$ cat config.mk
export PLATFORM = sky130hd
export DESIGN_NAME = t06_spawn_arbiter
export DESIGN_NICKNAME = d
export VERILOG_FILES = /design/src/rtl/t06_spawn_pkg.sv /design/src/rtl/t06_spawn_lfsr.sv /design/src/rtl/t06_spawn_arbiter.sv
export SDC_FILE = /design/constraint.sdc
export NUM_CORES = 1
export LEC_CHECK = 0
export ABC_AREA = 1
export CELL_PAD_IN_SITES_DETAIL_PLACEMENT = 1
export CELL_PAD_IN_SITES_GLOBAL_PLACEMENT = 2
export CORE_UTILIZATION = 34
export CTS_BUF_LIST = sky130_fd_sc_hd__clkbuf_4 sky130_fd_sc_hd__clkbuf_8
export DETAILED_ROUTE_END_ITERATION = 10
export GPL_TIMING_DRIVEN = 0
export MAX_ROUTING_LAYER = met4
export PLACE_DENSITY = 0.8
export RECOVER_POWER = 25
export SLEW_MARGIN = 10
export SYNTH_ARGS = -nofsm -noshare
export SYNTH_HDL_FRONTEND = slang
export SYNTH_SLANG_ARGS = --single-unit
$ cat constraint.sdc
create_clock -name system_clk -period 1.5 [get_ports system_clk]
set_input_delay 0.3 -clock system_clk [delete_from_list [all_inputs] [get_ports system_clk]]
set_output_delay 0.3 -clock system_clk [all_outputs]
set_load 0.01 [all_outputs]
$ cat src/rtl/t06_spawn_pkg.sv
// Shared types and constants for the spawn arbiter.
// The border helper exists only when T06_SPAWN_BORDER_EXCLUDE_EN is defined.
package t06_spawn_pkg;

  localparam int COORD_W = 4;

  localparam logic ID_APPLE = 1'b0;
  localparam logic ID_WALL  = 1'b1;

  typedef enum logic [2:0] {
    IDLE,
    DRAW,
    QUERY,
    CHECK,
    DONE
  } state_t;

`ifdef T06_SPAWN_BORDER_EXCLUDE_EN
  // A cell on the outer ring of the 16x16 field is never a legal spawn cell.
  function automatic logic is_border(input logic [COORD_W-1:0] x,
                                     input logic [COORD_W-1:0] y);
    return (x == '0) || (x == '1) || (y == '0) || (y == '1);
  endfunction
`endif

endpackage

$ cat src/rtl/t06_spawn_lfsr.sv
// Free-running 8-bit XNOR LFSR (period 127) used as the spawn-cell source.
module t06_spawn_lfsr #(
  parameter logic [7:0] LFSR_SEED = 8'd2
) (
  input  logic       system_clk,
  input  logic       nreset,
  output logic [7:0] value
);

  // Advance every clock; reload the seed on reset.
  // NOTE: sequential state uses non-blocking assignments so every flop
  // samples the pre-edge value, independent of block ordering.
  always_ff @(posedge system_clk or negedge nreset) begin
    if (!nreset) value <= LFSR_SEED;
    else         value <= {value[6:0], ~(value[6] ^ value[5])};
  end

endmodule

$ cat src/rtl/t06_spawn_arbiter.sv
// Round-robin spawn arbiter: serves apple/wall requests by drawing random
// cells from an LFSR and querying occupancy until a free cell is found or
// MAX_TRIES draws have been rejected.
// Optional feature: T06_SPAWN_BORDER_EXCLUDE_EN rejects border cells in DRAW.
module t06_spawn_arbiter
  import t06_spawn_pkg::*;
#(
  parameter int         MAX_TRIES = 8,
  parameter logic [7:0] LFSR_SEED = 8'd2
) (
  input  logic               system_clk,
  input  logic               nreset,
  input  logic               apple_req,
  input  logic               wall_req,
  input  logic               occupied,
  output logic               query_valid,
  output logic [COORD_W-1:0] query_x,
  output logic [COORD_W-1:0] query_y,
  output logic               done,
  output logic               done_id,
  output logic               done_fail,
  output logic [COORD_W-1:0] pos_x,
  output logic [COORD_W-1:0] pos_y,
  output logic               busy
);

  localparam logic [3:0] MAX_T = 4'(MAX_TRIES);

  state_t     state_q, state_d;
  logic [7:0] lfsr;
  logic [3:0] tries_q;
  logic       id_q, fail_q, last_q;
  logic       start, reject, finish, finish_fail, winner, last_try;
`ifdef T06_SPAWN_BORDER_EXCLUDE_EN
  logic       finish_from_draw;
`endif

  t06_spawn_lfsr #(.LFSR_SEED(LFSR_SEED)) u_lfsr (
    .system_clk (system_clk),
    .nreset     (nreset),
    .value      (lfsr)
  );

  assign last_try = (tries_q + 4'd1) == MAX_T;

  // The requester not served last wins a tie.
  assign winner = (apple_req && wall_req) ? ((last_q == ID_WALL) ? ID_APPLE : ID_WALL)
                                          : (apple_req ? ID_APPLE : ID_WALL);

  assign busy        = (state_q != IDLE);
  assign query_valid = (state_q == QUERY);
  assign done        = (state_q == DONE);
  assign done_id     = done & id_q;
  assign done_fail   = done & fail_q;

  // State register.
  always_ff @(posedge system_clk or negedge nreset) begin
    if (!nreset) state_q <= IDLE;
    else         state_q <= state_d;
  end

  // Next-state and datapath control decode.
  // NOTE: every signal driven here gets a default first, so no path can
  // leave one unassigned and infer a latch.
  always_comb begin
    state_d     = state_q;
    start       = 1'b0;
    reject      = 1'b0;
    finish      = 1'b0;
    finish_fail = 1'b0;
`ifdef T06_SPAWN_BORDER_EXCLUDE_EN
    finish_from_draw = 1'b0;
`endif
    case (state_q)
      IDLE: begin
        if (apple_req || wall_req) begin
          start   = 1'b1;
          state_d = DRAW;
        end
      end
      DRAW: begin
`ifdef T06_SPAWN_BORDER_EXCLUDE_EN
        if (is_border(lfsr[7:4], lfsr[3:0])) begin
          reject = 1'b1;
          if (last_try) begin
            finish           = 1'b1;
            finish_fail      = 1'b1;
            finish_from_draw = 1'b1;
            state_d          = DONE;
          end
        end else begin
          state_d = QUERY;
        end
`else
        state_d = QUERY;
`endif
      end
      QUERY: state_d = CHECK;
      CHECK: begin
        if (!occupied) begin
          finish  = 1'b1;
          state_d = DONE;
        end else begin
          reject = 1'b1;
          if (last_try) begin
            finish      = 1'b1;
            finish_fail = 1'b1;
            state_d     = DONE;
          end else begin
            state_d = DRAW;
          end
        end
      end
      DONE:    state_d = IDLE;
      default: state_d = IDLE;
    endcase
  end

  // Service bookkeeping: winner id, try counter, drawn cell, result cell.
  always_ff @(posedge system_clk or negedge nreset) begin
    if (!nreset) begin
      tries_q <= '0;
      id_q    <= ID_APPLE;
      fail_q  <= 1'b0;
      last_q  <= ID_WALL;
      query_x <= '0;
      query_y <= '0;
      pos_x   <= '0;
      pos_y   <= '0;
    end else begin
      if (start) begin
        id_q    <= winner;
        tries_q <= '0;
      end else if (reject) begin
        tries_q <= tries_q + 4'd1;
      end
      if (state_q == DRAW) begin
        query_x <= lfsr[7:4];
        query_y <= lfsr[3:0];
      end
      if (finish) begin
        fail_q <= finish_fail;
`ifdef T06_SPAWN_BORDER_EXCLUDE_EN
        if (finish_from_draw) begin
          pos_x <= lfsr[7:4];
          pos_y <= lfsr[3:0];
        end else begin
          pos_x <= query_x;
          pos_y <= query_y;
        end
`else
        pos_x <= query_x;
        pos_y <= query_y;
`endif
      end
      if (state_q == DONE) last_q <= id_q;
    end
  end

endmodule

* Word level (Yosys, flattened, before mapping)
Cells that the tools add are included.
Operators by class: add/subtract/negate cells 1, equality and inequality tests 6, muxes and demuxes 18, bitwise operators 4, reductions and logical operators 5
Operators by type and width (count):
- 1-bit 2-to-1 mux | 12
- 3-bit case mux with 4 select lines | 1
- 3-bit 2-to-1 mux | 3
- 4-bit 2-to-1 mux | 2
- 3-bit by 2-bit equality test with 1-bit output, second input constant | 2
- 4-bit by 1-bit adder with 4-bit output, second input constant | 1
- 4-bit equality test, second input constant | 1
- 3-bit by 1-bit equality test with 1-bit output, second input constant | 1
- 3-bit equality test, second input constant | 1
- 3-bit zero test | 1
- 3-bit nonzero test | 1
- 1-bit bitwise AND | 2
- 2-bit != test, second input constant | 1
- 2-bit nonzero test | 1
- 1-bit logical AND | 1
- 1-bit logical OR | 1
- 1-bit inverter | 1
- 1-bit bitwise XOR | 1
Word-level totals: bits in registers 34, bits of input ports 5, output and inout bits 21

* Depth between registers and ports, before layout
depth in word-level cells 5, depth in mapped cells 8

* By module
Synthesis repeated with hierarchy kept, for this count alone.
Second synthesis, totals: cells, all modules 128, area total of the unflattened synthesis 1423.9 µm²
By module, submodules not included:
- t06_spawn_arbiter | times used 1, cells an instance 115, area an instance 1203.7 µm²
- t06_spawn_lfsr | times used 1, cells an instance 13, area an instance 220.2 µm²

* Worst setup path after synthesis
No wires, ideal clock.
kind register to register, from register tries_q[0], to register fail_q, setup time 117 ps, data arrival time 1168 ps, setup slack 215 ps, cell stages (with the launch flop) 9, period minus slack after synthesis 1285 ps, cells stage by stage dfrtp_1 -> ha_1 -> nand2_1 -> inv_1 -> nand3_1 -> nand2_2 -> nand2_2 -> nand2_1 -> nand2_1
Between the ends: word-level cells in the longest chain between the ends 5
Ends and longest elaborated chain:
- start, declared | RTL line t06_spawn_arbiter.sv:31 | logic [3:0] tries_q;
- start signal, assigned | RTL line t06_spawn_arbiter.sv:135 | tries_q <= tries_q + 4'd1;
- 4-bit by 1-bit adder with 4-bit output (*) | RTL line t06_spawn_arbiter.sv:44 | assign last_try = (tries_q + 4'd1) == MAX_T;
- 4-bit equality test (*) | RTL line t06_spawn_arbiter.sv:44
- 1-bit 2-to-1 mux (*) | RTL line t06_spawn_arbiter.sv:105 | if (last_try) begin
- 1-bit 2-to-1 mux | RTL line t06_spawn_arbiter.sv:100 | if (!occupied) begin
- 1-bit 2-to-1 mux | RTL line t06_spawn_arbiter.sv:74 | case (state_q)
- end signal, assigned | RTL line t06_spawn_arbiter.sv:142 | fail_q <= finish_fail;
- end, declared | RTL line t06_spawn_arbiter.sv:32 | logic id_q, fail_q, last_q;
Mark *: on every way between the ends. The rest lies on a longest branch, timed or not. A chain may end at the register's enable or synchronous reset.

* Worst setup path after layout
from register state_q[1], to output busy
Between the ends: word-level cells in the longest chain between the ends 1
Ends and longest elaborated chain:
- start, declared | RTL line t06_spawn_arbiter.sv:29 | state_t state_q, state_d;
- start signal, assigned | RTL line t06_spawn_arbiter.sv:59 | else state_q <= state_d;
- 3-bit nonzero test | RTL line t06_spawn_arbiter.sv:50 | assign busy = (state_q != IDLE);
- end, declared | RTL line t06_spawn_arbiter.sv:24 | output logic busy
No other way between the ends.

==> results.py <==
metrics = {
    "status": {
        "status": "finished, final reports clean",
    },
    "sta": {
        "skew_ns": 0.00706,
        "tightest_slew_ns": 0.852,
        "hold_violations": 0,
        "rsz0062_at_grt": "true",
        "setup_viol": 0,
        "fin_crit_ns": 1.49,
        "slew-limit-headroom_pct": 43.2,
        "timing.final.crit_share_pct": 99.4,
        "fmax_ghz": 0.671,
        "setup_slack_ns": 0.00966,
        "slew_violations": 0,
        "hold_ws_ns": 0.115,
    },
    "routing": {
        "drc": 0,
        "via_per_inst": 4.81,
        "drt-wirelength-per-cell_um": 14.8,
        "ant_nets": 0,
        "vias": 1025,
        "drt_iter0_drc": 41,
        "wirelength_mm": 3.14,
        "drt_pre_antenna_iters": 4,
    },
    "clock_tree": {
        "cts_tree": "done",
        "cts_sinks": 34,
        "cts_buffers": 5,
        "clk_path_buf_depth": 2,
        "htree_levels": 2,
        "clkLatencyLatePin_ns": 0.28,
        "clkSlewWorstSetupHoldPaths_ns": 0.07,
        "cts_root_buf": "clkbuf_8",
    },
    "grt": {
        "grt.total_usage_pct": 17.9,
        "gr-usage-met1_pct": 21.5,
        "overflow": 0,
        "grt_max_degree": 35,
        "grt_busiest_layer": "met2",
        "met2_usage_pct": 28.3,
        "grt_pass1_vias": 1084,
        "grt_pass1_wl_mm": 5.33,
        "use_met3_pct": 5.46,
        "antenna_found_initial": 0,
    },
    "synthesis": {
        "async_flop_share_pct": 100,
        "synth_seq_area_share_pct": 63.3,
        "synth-edff-count": 0,
        "ys_ff_latch": 34,
        "synth.distinct_cells": 25,
        "syn_area_mm2": 0.00135,
        "ys_dominant_reg_cell": "dfrtp_1",
        "yosysWarnings": 0,
        "synth_nets": 130,
        "synth_cells": 124,
        "syn-mean-instance-area_um2": 10.9,
    },
    "setup_path": {
        "crit_start": "state_q[1]",
        "worstReg2RegStart": "state_q[1]",
        "end_kind": "output pin",
        "crit_path_max_fanout": 4,
        "critPathKind": "reg -> out",
        "ff2ff_setup_slack_ns": 0.14,
        "crit_arrival_ns": 1.19,
        "crit_path_start_kind": "register",
        "worst_ep_required_time_ns": 1.20,
    },
    "floorplan": {
        "rows": 22,
        "core_area_mm2": 0.00374,
        "start_util_pct": 36.0,
        "die_area_mm2": 0.00422,
        "die_y_um": 65.0,
        "ios": 26,
        "dieWidth_um": 65.0,
    },
    "pwr": {
        "p_sw_uw": 1310,
        "ir_drop_mv": 0.831,
        "p_seq_share_pct": 37.5,
        "p_leak_uw": 0.00102,
        "power_frac_comb_pct": 36.5,
        "internal_power_uw": 2660,
        "switching_share_pct": 33.0,
        "power_density_mw_per_mm2": 2090,
        "power_frac_clock_pct": 26.0,
    },
    "cells_and_area": {
        "multi_input_area_um2": 493,
        "num-fill-cells": 418,
        "drive_above_1_share_pct": 30.9,
        "layout.area.seq_um2": 857,
        "nets": 170,
        "area_growth_pct": 40.9,
        "fin_util_pct": 50.8,
        "n_antenna_cell": 0,
    },
    "min_path": {
        "hold_class": "in -> async",
    },
    "placement": {
        "io_buffers": 25,
        "dp_hpwl_mm": 2.08,
        "routabilityCongestion": 0.708,
        "dp_slack_ns": -0.224,
    },
    "flow_run": {
        "drv_cap": 0,
    },
}
Yosys cell counts (2+ instances only):
cell type / count / area, µm²
a21oi_1: 2 / 10.0
nand2_1: 29 / 109
nor2_1: 7 / 26.3
dfstp_2: 2 / 52.6
inv_1: 10 / 37.5
nand3_2: 2 / 20.0
mux2_2: 8 / 90.1
nand2_2: 3 / 18.8
nand3_1: 14 / 70.1
dfrtp_1: 32 / 801
through the flow:
step | power, µW | area, µm² | cells | setup TNS [ns]
after floorplan | 2190 | 1350 | 124 | 0
after global placement | 2840 | 1660 | 197 | -19.57
after detailed placement | 2900 | 1650 | 197 | -1.55
after CTS | 3980 | 1850 | 210 | 0
after global routing | 4260 | 1900 | 213 | -0.116
final | 3980 | 1900 | 213 | 0
registers in the layout, summed over array words and instances (netlist names):
register      count
id_q              1
fail_q            1
last_q            1
pos_y             4
query_x           4
pos_x             4
tries_q           4
u_lfsr.value      8
query_y           4
state_q           3
timing repair:
action                     4_1_cts  5_1_grt
setup buffers                    5        3
setup endpoints to repair       24       21
pin swaps                        3        4
gates resized for setup         36       11
hold buffers                     0        0
worst max-delay path, cell delays in order (launching register included):
cell             delay, ns
dfrtp_2               0.44
nor2_4                0.15
nand2_2               0.09
clkdlybuf4s15_2       0.23
placed cells by master (no fill, tap or decap), drive strengths merged, types with 2 or more instances in the layout:
cell type / synthesis / layout
nand2: 33 / 33
dfrtp: 32 / 32
nand3: 16 / 16
buf: 0 / 11
inv: 10 / 10
dlygate4sd2: 0 / 9
nor2: 9 / 9
mux2: 8 / 8
clkbuf: 0 / 8
dlymetal6s2s: 0 / 7
clkdlybuf4s50: 0 / 3
o21ai: 3 / 3
a21oi: 2 / 2
bufinv: 0 / 2
dfstp: 2 / 2
routing by layer:
metal | vias to the layer above | share of wire, %
met5 | - | 0
met4 | 0 | 0.92
met3 | 5 | 2.8
met2 | 15 | 53
met1 | 521 | 44
li1 | 484 | -
power groups by stage:
stage / sequential (µW) / clock (µW) / combinational (µW)
after floorplan: 1540 / 0 / 649
after global placement: 1470 / 0 / 1370
after detailed placement: 1490 / 0 / 1420
after CTS: 1490 / 1070 / 1420
after global routing: 1530 / 1110 / 1620
final: 1490 / 1040 / 1450
worst paths after layout:
check,depth (start not counted),endpoint
worst max register to register,6,tries_q[3]
worst min register to register,0,u_lfsr.value[3]
worst max-delay path,3,busy
worst min-delay path,1,pos_x[3]
min in group system_clk,0,u_lfsr.value[3]
max in group asynchronous,1,state_q[1]
logic make-up (layout without fill, tap and decap cells):
logic type	Yosys count	after routing	synth area share (%)
fa+ha+maj	1	1	0.927
simple gates	61	61	21.5
compound gates	7	7	3.15
buf+inv	11	52	3.15
flops	34	34	63.3
mux	8	8	6.68
xor+xnor	2	2	1.30
area by class of cell:
type / count / area share, %
Timing Repair Buffer: 33 / 16.1
Tap cell: 48 / 3.16
Inverter: 11 / 2.24
Clock buffer: 6 / 4.34
Sequential cell: 34 / 45.1
Clock inverter: 2 / 3.16
Multi-Input combinational cell: 79 / 25.9
No activity file was read; power rests on OpenSTA's default activity.
